===== src/rtl/mem_stage.sv =====
// MEM pipeline stage: branch resolution, data-memory load/store
// handshake with timeout, and the MEM/WB pipeline register.
module mem_stage #(
    parameter int TIMEOUT = 16,
    parameter int RD_W    = 6
) (
    input  logic            clk,
    input  logic            rst_n,
    input  logic            valid_in,
    input  logic            br_in,
    input  logic [31:0]     alu_in,
    input  logic [31:0]     adder_in,
    input  logic [31:0]     imm_in,
    input  logic [RD_W-1:0] rd_in,
    input  logic            mem_rd_in,
    input  logic            mem_wr_in,
    input  logic            reg_wr_in,
    output logic            stall,
    output logic            pc_src,
    output logic [31:0]     branch_target,
    output logic            mem_req,
    output logic            mem_we,
    output logic [31:0]     mem_addr,
    output logic [31:0]     mem_wdata,
    input  logic            mem_ack,
    input  logic [31:0]     mem_rdata,
    output logic            wb_valid,
    output logic            wb_reg_wr,
    output logic [31:0]     wb_data,
    output logic [RD_W-1:0] wb_rd,
    output logic            err_timeout,
    output logic            err_misalign
);

    localparam int CNT_W = (TIMEOUT > 1) ? $clog2(TIMEOUT) : 1;
    localparam logic [CNT_W-1:0] CNT_MAX = CNT_W'(TIMEOUT - 1);

    typedef enum logic {
        IDLE = 1'b0,
        BUSY = 1'b1
    } state_t;

    state_t state_q, state_d;

    logic [CNT_W-1:0] cnt_q, cnt_d;
    logic             req_q, req_d;
    logic             we_q, we_d;
    logic [31:0]      addr_q, addr_d;
    logic [31:0]      wdata_q, wdata_d;
    logic [RD_W-1:0]  rd_q, rd_d;
    logic             rw_q, rw_d;
    logic             ld_q, ld_d;

    logic             wb_valid_q, wb_valid_d;
    logic             wb_reg_wr_q, wb_reg_wr_d;
    logic [31:0]      wb_data_q, wb_data_d;
    logic [RD_W-1:0]  wb_rd_q, wb_rd_d;
    logic             err_tmo_q, err_tmo_d;
    logic             err_mis_q, err_mis_d;

    logic memop;
    logic aligned;
    logic busy;
    logic start;
    logic expire;
    logic waiting;

    assign memop   = valid_in & (mem_rd_in | mem_wr_in);
    assign aligned = (alu_in[1:0] == 2'b00);
    assign busy    = (state_q == BUSY);
    assign start   = !busy & memop & aligned;
    assign expire  = busy & !mem_ack & (cnt_q == CNT_MAX);
    assign waiting = busy & !mem_ack & (cnt_q < CNT_MAX);

    // State register
    always_ff @(posedge clk or negedge rst_n) begin
        if (!rst_n) begin
            state_q <= IDLE;
        end else begin
            state_q <= state_d;
        end
    end

    // Next-state logic
    always_comb begin
        state_d = state_q;
        unique case (state_q)
            IDLE: if (start) state_d = BUSY;
            BUSY: if (mem_ack || expire) state_d = IDLE;
        endcase
    end

    // Outputs and datapath next values
    always_comb begin
        stall       = start | waiting;
        pc_src      = valid_in & br_in & !(start | waiting);
        cnt_d       = cnt_q;
        req_d       = req_q;
        we_d        = we_q;
        addr_d      = addr_q;
        wdata_d     = wdata_q;
        rd_d        = rd_q;
        rw_d        = rw_q;
        ld_d        = ld_q;
        wb_valid_d  = 1'b0;
        wb_reg_wr_d = 1'b0;
        wb_data_d   = wb_data_q;
        wb_rd_d     = wb_rd_q;
        err_tmo_d   = err_tmo_q;
        err_mis_d   = 1'b0;
        unique case (state_q)
            IDLE: begin
                if (start) begin
                    req_d   = 1'b1;
                    cnt_d   = '0;
                    we_d    = mem_wr_in;
                    addr_d  = alu_in;
                    wdata_d = imm_in;
                    rd_d    = rd_in;
                    rw_d    = reg_wr_in;
                    ld_d    = mem_rd_in;
                end else if (valid_in) begin
                    // Misaligned memops retire as non-writing instructions
                    wb_valid_d  = 1'b1;
                    wb_reg_wr_d = reg_wr_in & !memop;
                    wb_data_d   = alu_in;
                    wb_rd_d     = rd_in;
                    err_mis_d   = memop;
                end
            end
            BUSY: begin
                if (mem_ack) begin
                    req_d       = 1'b0;
                    wb_valid_d  = 1'b1;
                    wb_reg_wr_d = ld_q & rw_q;
                    wb_data_d   = ld_q ? mem_rdata : addr_q;
                    wb_rd_d     = rd_q;
                end else if (expire) begin
                    req_d      = 1'b0;
                    err_tmo_d  = 1'b1;
                    wb_valid_d = 1'b1;
                    wb_data_d  = addr_q;
                    wb_rd_d    = rd_q;
                end else begin
                    cnt_d = cnt_q + CNT_W'(1);
                end
            end
        endcase
    end

    always_ff @(posedge clk or negedge rst_n) begin
        if (!rst_n) begin
            cnt_q       <= '0;
            req_q       <= 1'b0;
            we_q        <= 1'b0;
            addr_q      <= '0;
            wdata_q     <= '0;
            rd_q        <= '0;
            rw_q        <= 1'b0;
            ld_q        <= 1'b0;
            wb_valid_q  <= 1'b0;
            wb_reg_wr_q <= 1'b0;
            wb_data_q   <= '0;
            wb_rd_q     <= '0;
            err_tmo_q   <= 1'b0;
            err_mis_q   <= 1'b0;
        end else begin
            cnt_q       <= cnt_d;
            req_q       <= req_d;
            we_q        <= we_d;
            addr_q      <= addr_d;
            wdata_q     <= wdata_d;
            rd_q        <= rd_d;
            rw_q        <= rw_d;
            ld_q        <= ld_d;
            wb_valid_q  <= wb_valid_d;
            wb_reg_wr_q <= wb_reg_wr_d;
            wb_data_q   <= wb_data_d;
            wb_rd_q     <= wb_rd_d;
            err_tmo_q   <= err_tmo_d;
            err_mis_q   <= err_mis_d;
        end
    end

    assign branch_target = adder_in;
    assign mem_req       = req_q;
    assign mem_we        = we_q;
    assign mem_addr      = addr_q;
    assign mem_wdata     = wdata_q;
    assign wb_valid      = wb_valid_q;
    assign wb_reg_wr     = wb_reg_wr_q;
    assign wb_data       = wb_data_q;
    assign wb_rd         = wb_rd_q;
    assign err_timeout   = err_tmo_q;
    assign err_misalign  = err_mis_q;

endmodule


===== config.mk =====
export PLATFORM = sky130hd
export DESIGN_NAME = mem_stage
export DESIGN_NICKNAME = d
export VERILOG_FILES = /design/src/rtl/mem_stage.sv
export SDC_FILE = /design/constraint.sdc
export NUM_CORES = 1
export LEC_CHECK = 0
export CAP_MARGIN = 40
export CORE_ASPECT_RATIO = 0.6
export CORE_UTILIZATION = 34
export DETAILED_ROUTE_END_ITERATION = 8
export GPL_ROUTABILITY_DRIVEN = 0
export GPL_TIMING_DRIVEN = 0
export PLACE_DENSITY_LB_ADDON = 0.15
export SLEW_MARGIN = 20
export SYNTH_ARGS = -nofsm -noshare
export SYNTH_HDL_FRONTEND = slang
export SYNTH_SLANG_ARGS = --single-unit

===== constraint.sdc =====
create_clock -name clk -period 2.1 [get_ports clk]
set_input_delay 0.525 -clock clk [delete_from_list [all_inputs] [get_ports clk]]
set_output_delay 0.525 -clock clk [all_outputs]
set_load 0.05 [all_outputs]

## Word-level counts from Yosys, hierarchy flattened

Index checks and enable logic that the tools add are counted.

| word-level totals | value |
|---|---|
| register bits | 121 |
| bits of input ports | 142 |
| output and inout bits | 142 |
| logic and storage cells | 83 |

| cells by class | value |
|---|---|
| magnitude comparators | 1 |
| muxes and demuxes | 34 |
| bitwise logic cells | 14 |
| add/sub/neg operators | 1 |
| eq/ne operators | 7 |
| reduce and logical (&&, ||, !) cells | 11 |

Operators by type and width:

| kind | count |
|---|---|
| 32-bit two-way mux | 5 |
| 32-bit one-hot mux with 2 select lines | 1 |
| 6-bit two-way mux | 4 |
| 1-bit two-way mux | 15 |
| 4-bit two-way mux | 3 |
| 6-bit one-hot mux with 2 select lines | 1 |
| 1-bit AND | 10 |
| 2-bit inequality test, second input constant | 5 |
| 3-bit AND reduction | 3 |
| 1-bit one-hot mux with 2 select lines | 4 |
| 4-bit one-hot mux with 2 select lines | 1 |
| 4-bit by 1-bit adder with 4-bit output, second input constant | 1 |
| 4-bit == test, second input constant | 1 |
| 1-bit zero test | 4 |
| 4-bit < comparator, second input constant | 1 |
| 2-bit AND reduction | 2 |
| 3-bit by 2-bit inequality test with 1-bit output, second input constant | 1 |
| 2-bit zero test | 1 |
| 1-bit inverter | 2 |
| 1-bit OR | 2 |
| 1-bit logical OR | 1 |

## Depth between registers and ports, before layout

Gate-level depths: netlist of run 1.

| depth | value |
|---|---|
| depth after elaboration | 7 |
| mapped depth | 7 |
| depth with buffers taken out | 5 |

## Least setup slack after synthesis of run 1

OpenSTA, ideal clock, no wires.

| path | value |
|---|---|
| path type | input to output |
| from | input mem_wr_in |
| to | output pc_src |
| buffers on the path | 0 |
| arrival time | 1.641 ns |
| setup slack | -0.066 ns |
| stages | 3 |
| data required time | 1.575 ns |
| path through | or2_2 a32oi_4 and3_1 |

| on the way | value |
|---|---|
| longest elaborated chain between the ends | 7 |

Ends and longest elaborated chain:

| element | RTL line | text |
|---|---|---|
| start, declared | 16 | `input logic mem_wr_in,` |
| 1-bit OR | 68 | `assign memop = valid_in & (mem_rd_in \| mem_wr_in);` |
| 1-bit AND | 68 |  |
| 1-bit AND (2 in a row) | 71 | `assign start = !busy & memop & aligned;` |
| 1-bit OR | 96 | `pc_src = valid_in & br_in & !(start \| waiting);` |
| 1-bit zero test | 96 |  |
| 1-bit AND | 96 |  |
| end, declared | 19 | `output logic pc_src,` |

Every way passes these cells.

## Worst setup path after layout of run 1

| path | value |
|---|---|
| from | register cnt_q[0] |
| to | output pc_src |

| on the way | value |
|---|---|
| longest elaborated chain between the ends | 5 |

Ends and longest elaborated chain:

| element | RTL line | text |
|---|---|---|
| start, declared | 45 | `logic [CNT_W-1:0] cnt_q, cnt_d;` |
| start signal, assigned | 168 | `cnt_q <= cnt_d;` |
| 4-bit < comparator | 73 | `assign waiting = busy & !mem_ack & (cnt_q < CNT_MAX);` |
| 1-bit AND | 73 |  |
| 1-bit OR | 96 |  |
| 1-bit zero test | 96 |  |
| 1-bit AND | 96 |  |

Every way passes these cells.

==> results.txt, run 1 <==
The via density per instance is ~4.7. The switching component of the power came out at 0.00411 W. The half-perimeter wire length after detailed placement is approximately 12000 um. The clock edge transition at the registers on the reported setup and hold paths came out at ~60 ps. The relative contribution of sequential cells to total power came out at 31.4%.

The critical path's slowest cell is dfrtp_1. The setup total negative slack is -80.9 ps. The number of instances in the synthesized netlist came out at about 430. After detailed routing, the average wire length per cell comes to 17.6 um. From synthesis to final layout, the design area changed by 60.6%. After the last flow step, the layout net total stands at between 800 and 900. In the routed design, unresolved DRC markers number 0. The count of buffers inserted at the top-level ports is 251. The number of sinks handled by clock tree synthesis is between 100 and 150.

The share of final-layout standard cells stronger than drive strength 1 is around a quarter. The leakage power is about 4.4 nW. Measured against its own limit, the worst slew margin works out to between 50% and 60%. The number of H-tree levels came out at 4. The number of antenna-violating nets in the routed design is 0. Before antenna repair, the detailed router went through 4 iterations. The worst setup path is launched from a flip-flop.

The worst-case setup margin in the final layout is -80.9 ps. The worst vdd rail ir drop came out at slightly below 0.6 mV. The number of antenna violations at the first check in global routing is 2. In this run the worst hold path is classified as in2async. The worst setup path is captured at an output pin. The later pin in the worst-skew pair is clocked with a latency of 410 ps. TritonCTS built the clock tree.

The final worst clock skew is roughly 11 ps. The clock group share of total power came out at ~28%. A synthesized cell averages 13.2 um^2.

Summing over every cut layer, the via total after detailed routing is around 4400. Traced cell by cell, the critical path runs through ha_4 -> nand3_4 -> a32oi_4 -> and3_4 -> buf_8. The horizontal die dimension came out at 168 um.

The number of max-capacitance violations reported is 0. After synthesis the cells add up to 0.00565 mm^2. The register bit count reported by yosys came out at around 120. The clock buffer count from CTS is 17.

The largest single stage delay on the critical path is around 390 ps. The cell internal power dissipation is a little over 0.006 W. The pin count of the biggest net entering global routing came out at between 60 and 70. The die height came out at a little over 100 um. 0 antenna diodes ended up in the layout. The maximum buffer depth of the clock tree came out at 2. The sequential element share of the synthesized area is 53.6%.

The startpoint identified for the worst register-to-register timing path is busy$_DFF_PN0_. The floorplan step defined a core boundary enclosing ~0.016 mm^2. The maximum net fanout on the critical path came out at 3.

The final reports fail on setup timing. For this run, the total global-route usage over all layers was measured as 19.3%. The first global-routing pass estimated ~25000 um of wire.

CTS placed an instance of clkbuf_16 at the clock tree root. The number of primary I/O pins is approximately 280. The net count after synthesis came out at between 500 and 600. The cts-stage hold buffer count is 0. The row count came out at 36. Data on the critical path is required at its endpoint by around 1600 ps. The depth of the most critical reg-to-reg path came out at 6. The critical path is of the reg2out type. The die area is roughly 0.017 mm^2. The combinational group share of total power came out at 40.3%. The total wirelength of the detailed-routed design came out at between 15000 and 20000 um. The number of DRC violations after detailed-routing iteration 0 came out at 183. Across all register-to-register paths, the minimum setup slack is 150 ps.

The number of hold violations in the final report is 0. The actual transition at the worst max-transition pin came out at between 600 and 700 ps. Counting I/O delays and the setup requirement, the final critical path takes roughly 2200 ps.

The arrival time at the worst endpoint is 1660 ps. The final cell count without fillers came out at 930. The aggregate global routing overflow is 0. Setup repair after global routing could not meet its margin everywhere.

The count of distinct cell types in the synthesized netlist came out at 33. The power density over the cells came out at 1130 mW/mm^2. The initial standard-cell utilization of the core came out at 34.8%.

Counting tap cells, the placed design contains a total of between 800 and 900 instances. The final critical-path share of the clock period is 104%. The via count of the first global-routing pass is roughly 4600.

The final count of negative-setup-slack endpoints came out at 1. During synthesis, Yosys emitted a total of 0 warnings. In this run switching power makes up between 40% and 50% of total power.

The endpoint identified for the worst register-to-register timing path is wb_data[10]$_DFFE_PN0P_. The highest achievable clock rate came out at ~460 MHz. The run finished, with violations left. The final number of max-transition violations came out at 0.
[stage by stage]
stage / total power [W] / instance area (um^2) / setup slack [ps] / hold WS, ps / util [%]
floorplan: 0.00600 / 5650 / 52.0 / 229 / -
global placement: 0.00756 / 8420 / -4350 / 448 / 51.9
detailed placement: 0.00764 / 8450 / -1130 / 470 / 52.1
CTS: 0.0103 / 9000 / -66.3 / 81.7 / 55.5
global route: 0.0107 / 9070 / -144 / 96.9 / 55.9
finish: 0.0102 / 9070 / -80.9 / 65.9 / 55.9
[sequential cells by signal, indices dropped and copies added, names as in the netlist, 4 cells and up]
signal	cells
wb_data	32
mem_wdata	32
wb_rd	6
rd_q	6
mem_addr	32
cnt_q	4
[how the worst max path moves through the flow]
stage | start | to | cells past startpoint
floorplan | mem_wr_in | pc_src | 3
global placement | rst_n | mem_wdata[3]$_DFFE_PN0P_ | 1
detailed placement | mem_wr_in | pc_src | 5
CTS | busy$_DFF_PN0_ | pc_src | 4
global route | cnt_q[1]$_DFFE_PN0P_ | pc_src | 5
finish | cnt_q[0]$_DFFE_PN0P_ | pc_src | 5
[power groups by stage]
stage	Combinational [W]	Sequential [W]	Clock, W
2_1_floorplan	0.00103	0.00497	0
3_3_place_gp	0.00433	0.00323	0
3_5_place_dp	0.00438	0.00326	0
4_1_cts	0.00413	0.00321	0.00296
5_1_grt	0.00432	0.00329	0.00308
6_report	0.00412	0.00321	0.00288
[cells in the final DEF, fill, tap and decap left out, types with 3 or more instances in the layout]
master,n
nand3_1,3
a21oi_1,33
clkbuf_1,3
clkdlybuf4s50_1,135
buf_6,10
o21ai_0,3
clkinvlp_4,6
mux2_4,9
dlygate4sd2_1,94
inv_1,3
nand2_1,9
inv_6,3
clkbuf_16,17
buf_4,46
mux2_2,71
mux2_1,35
mux2i_1,32
buf_2,7
dlymetal6s2s_1,17
dfrtp_1,120
nor2_1,34
[cells by family after synthesis]
| group | synth area share [%] |
|---|---|
| adders and majority gates | 0.222 |
| and+or+nand+nor | 5.05 |
| AOI/OAI and AO/OA | 4.30 |
| muxes | 29.2 |
| buffers and inverters | 7.60 |
| DFF | 53.6 |
[critical path, delay by kind of cell, from the launching register on]
family	cells	cell delay, ps
compound gates	1	250
flops	1	390
simple gates	2	310
fa+ha+maj	1	170
buf+inv	1	140
[what timing repair did]
action                                  4_1_cts  5_1_grt
gates resized for setup                     119       18
pin swaps                                     3        2
hold endpoints to repair                      0        0
cloned                                        0        0
buffers inserted                              7        3
endpoints found under the setup margin       92       19
[metal layers]
metal / up-vias / global-route usage, % / wire length [um]
met1: 2191 / 25.2 / 7320
met2: 168 / 31.1 / 7580
met4: 4 / 4.83 / 123
li1: 2025 / - / -
met5: - / 0 / 27
met3: 16 / 6.66 / 1270
[cell usage after synthesis]
library cell | n | area share (%)
buf_1 | 1 | 0.066
mux2i_1 | 32 | 5.7
and2_1 | 2 | 0.22
nor3_1 | 1 | 0.089
inv_1 | 3 | 0.20
clkbuf_1 | 3 | 0.20
mux2_1 | 35 | 7.0
o21ai_2 | 2 | 0.31
buf_2 | 7 | 0.62
and3_4 | 1 | 0.20
nor3_2 | 1 | 0.18
dfrtp_1 | 121 | 54
or3_1 | 1 | 0.11
and2b_2 | 1 | 0.16
nand2b_1 | 1 | 0.11
nor2b_4 | 1 | 0.24
a21o_1 | 1 | 0.13
buf_6 | 8 | 1.6
ha_1 | 1 | 0.22
nand3_1 | 4 | 0.35
and3_1 | 1 | 0.11
mux2_2 | 71 | 14
a32o_1 | 1 | 0.18
nor2_1 | 34 | 2.3
buf_4 | 37 | 4.9
a21oi_1 | 33 | 2.9
a32oi_4 | 1 | 0.49
nand3b_1 | 1 | 0.13
nand2_1 | 9 | 0.60
mux2_4 | 9 | 2.4
o21ai_0 | 3 | 0.27
or4b_1 | 1 | 0.18
or2_2 | 1 | 0.11
[layout make-up]
class,count,area (um^2)
buffer,55,410
clock buffer,18,439
clock inverter,13,145
fill,1390,7150
inverter,3,11.3
multi-input combinational,249,2220
sequential,121,3030
tap,209,262
timing repair buffer,262,2550
(Power assumes the default switching activity.)
==> run 2, diff against run 1 <==
CORE_UTILIZATION = 40   (was 34)
PLACE_DENSITY = 0.8   (was unset)
PLACE_DENSITY_LB_ADDON = unset   (was 0.15)
==> results.txt, run 2 (synthesized netlist as in run 1, its figures left out) <==
The checks that failed: setup timing. The worst setup path is captured at an output pin. The total of fill cells in the finished design came to 1012 (-27%). The initial standard-cell utilization of the core came out at 41.2% (+6.4 points). The data required time of the critical path came out at 1570 ps (about the same).

The worst setup path is of the reg2out kind. The leakage power is 4.53 nW (+3.5%). The worst setup slack after placement came out at -1130 ps (+4.30 ps). The number of hold violations in the final report was 0 (unchanged). The final critical-path share of the clock period is 103% (-0.78 points). The endpoint of the lowest-slack register-to-register path is wb_data[22]$_DFFE_PN0P_. The arrival time at the worst endpoint came out at 1640 ps (-20 ps).

TritonCTS built the clock tree. The latest clock arrival within the worst-skew pair is 400 ps (about the same). The core area is 0.0137 mm^2 (-15%). The number of DRC violations after detailed-routing iteration 0 came out at 138 (-25%).

The utilization of the core after routing came out at 66.8% (+11 points). The die height is 94.0 um (-7.7%). The depth of the most critical reg-to-reg path is 6 (unchanged). The final count of negative-setup-slack endpoints is 2 (+1).

The maximum buffer depth of the clock tree was 2 (unchanged). The area added between synthesis and finish came out at 62.2%. The row count is 33 (-8.3%). The power density over the cells is 1140 mW/mm^2 (+1.5%).

The min-delay analysis places its worst path in the category in2async. The pin count of the biggest net entering global routing is 63 (-7.4%). The number of antenna violations at the first check in global routing is 1 (-1). The count of buffers inserted at the top-level ports came out at 251 (unchanged).

The total global-route track usage is 23.0% (+3.7 points). The final worst clock skew was 12.5 ps (+1.06 ps). The detailed-route wire length per cell came out at 18.2 um (+3.4%). The wire length of the first global-routing pass came out at 25400 um (+0.57%).

The half-perimeter wire length after detailed placement is 12000 um (+1.7%). The worst setup slack for register-to-register paths came out at 150 ps (about the same). The worst relative slew slack is 56.3% (-1.3 points). The share of final-layout standard cells stronger than drive strength 1 came out at 26.0% (-0.036 points). The clock buffer count from CTS came out at 17 (unchanged). The aggregate global routing overflow came to 0 (unchanged). The top cell types in the final layout, fill and taps aside, are 139 x clkdlybuf4s50_1, 120 x dfrtp_1, 73 x dlygate4sd2_1.

The most common library cell in the layout ignoring fill and taps is clkdlybuf4s50_1. The highest achievable clock rate came out at 462 MHz (+0.75%). The root buffer cell chosen for the clock tree is clkbuf_16. The horizontal die dimension is 155 um (-7.7%). The worst-case setup margin in the final layout came out at -64.6 ps (+16.3 ps). The critical path goes through ha_4 -> nand3_4 -> a32oi_4 -> and3_4 -> buf_8.

The number of optimization iterations in the first detailed-route pass came out at 5 (+1). The total wirelength of the detailed-routed design came out at 16600 um (+1.8%). The peak per-stage delay on the critical path came to 400 ps (about the same). The final layout net count came out at 852 (unchanged). Setup repair after global routing could not meet its margin everywhere. The via count of the first global-routing pass came out at 4671 (+0.82%). The flow ran to the end, but the final reports show violations.

The critical path startpoint category is a flip-flop. The startpoint of the worst-slack reg-to-reg timing path is busy$_DFF_PN0_. The number of sinks handled by clock tree synthesis came out at 121 (unchanged). The total DRC errors in the routed layout came out at 0 (unchanged). The cts-stage hold buffer count was 0 (unchanged). The worst vdd rail ir drop is 0.591 mV (+2.0%). The die area came out at 0.0146 mm^2 (-15%).

The number of antenna-violating nets in the routed design is 0 (unchanged). Among all stages on the critical path, the largest delay is contributed by dfrtp_1. The total vias in the final route is 4360 (-1.0%). The number of H-tree levels came out at 4 (unchanged). The actual transition at the worst max-transition pin is 656 ps (+19.0 ps).

The number of primary I/O pins came out at 284 (unchanged). The number of max-capacitance violations reported was 0 (unchanged). The clock edge transition at the registers on the reported setup and hold paths was 60 ps (about the same). The final number of max-transition violations came out at 0 (unchanged). The maximum net fanout on the critical path is 3 (unchanged). The via density per instance is 4.77 (+0.62%). The shortest clock period the worst path allows after layout is 2160 ps (-16.3 ps).
run 2: cell count changes in the layout (fill, tap and decap cells not counted), sizes merged:
cell / previous run / this run
clkinvlp: 6 / 2
inv: 6 / 3
dlygate4sd2: 94 / 73
clkdlybuf4s50: 135 / 139
bufinv: 2 / 4
clkbuf: 21 / 24
dlymetal6s2s: 17 / 34
clkinv: 2 / 5
diode: 0 / 1
run 2: metrics by stage:
| step | power [W] | cells | hold WS (ps) | area (um^2) | TNS, ps |
|---|---|---|---|---|---|
| final | 0.0105 | 915 | 100 | 9160 | -67.7 |
| after floorplan | 0.00600 | 429 | 229 | 5650 | 0 |
| after CTS | 0.0106 | 914 | 121 | 9070 | -52.3 |
| after detailed placement | 0.00765 | 873 | 449 | 8430 | -19810 |
| after global placement | 0.00755 | 872 | 448 | 8400 | -528180 |
| after global routing | 0.0109 | 914 | 130 | 9160 | -166 |
run 2: final cells by class:
| cell class | instances | area, um^2 | area share (%) |
|---|---|---|---|
| plain buffers | 55 | 410 | 4.48 |
| clock inverters | 11 | 171 | 1.87 |
| clock buffers | 21 | 450 | 4.92 |
| flip-flops and latches | 121 | 3030 | 33.1 |
| repair buffers | 262 | 2620 | 28.6 |
| diodes | 1 | 2.50 | 0.0273 |
| inverters | 3 | 11.3 | 0.123 |
| well taps | 192 | 240 | 2.62 |
| multi-input cells | 249 | 2220 | 24.3 |
run 2: per-layer routing:
layer / global-route usage (%) / routed length [um]
met5: 0 / 0
met1: 28.5 / 7120
met3: 7.61 / 1350
met4: 5.31 / 84
met2: 38.9 / 8060
run 2: critical path: cells and delay by family (launching register included):
kind,cells,cell delay [ps]
AO/OA/AOI/OAI,1,210
adder cells (fa/ha/maj),1,170
buffers and inverters,1,140
flip-flops,1,400
AND/OR/NAND/NOR,2,310
run 2: worst max-delay path by stage:
stage	start	end
final	cnt_q[1]$_DFFE_PN0P_	pc_src
after global routing	cnt_q[1]$_DFFE_PN0P_	pc_src
after CTS	cnt_q[1]$_DFFE_PN0P_	pc_src
after detailed placement	mem_wr_in	pc_src
after global placement	rst_n	mem_wdata[10]$_DFFE_PN0P_
after floorplan	mem_wr_in	pc_src
run 2: what timing repair did:
action,in CTS,in global routing
pin swaps,3,0
resized for setup,101,35
cloned,0,0
setup buffers,10,0
setup endpoints to repair,71,36
run 2: where the power goes:
group          internal [W]  switching [W]  leakage [nW]
logic               0.00147        0.00270          2.79
registers           0.00289       0.000341          1.45
clock network       0.00202        0.00104         0.297
total               0.00638        0.00409          4.53
==> run 3, diff against run 2 <==
SLEW_MARGIN = unset   (was 20)
==> results of run 3 <==
Same layout as run 2: the final DEF is identical, and so are final timing and power.
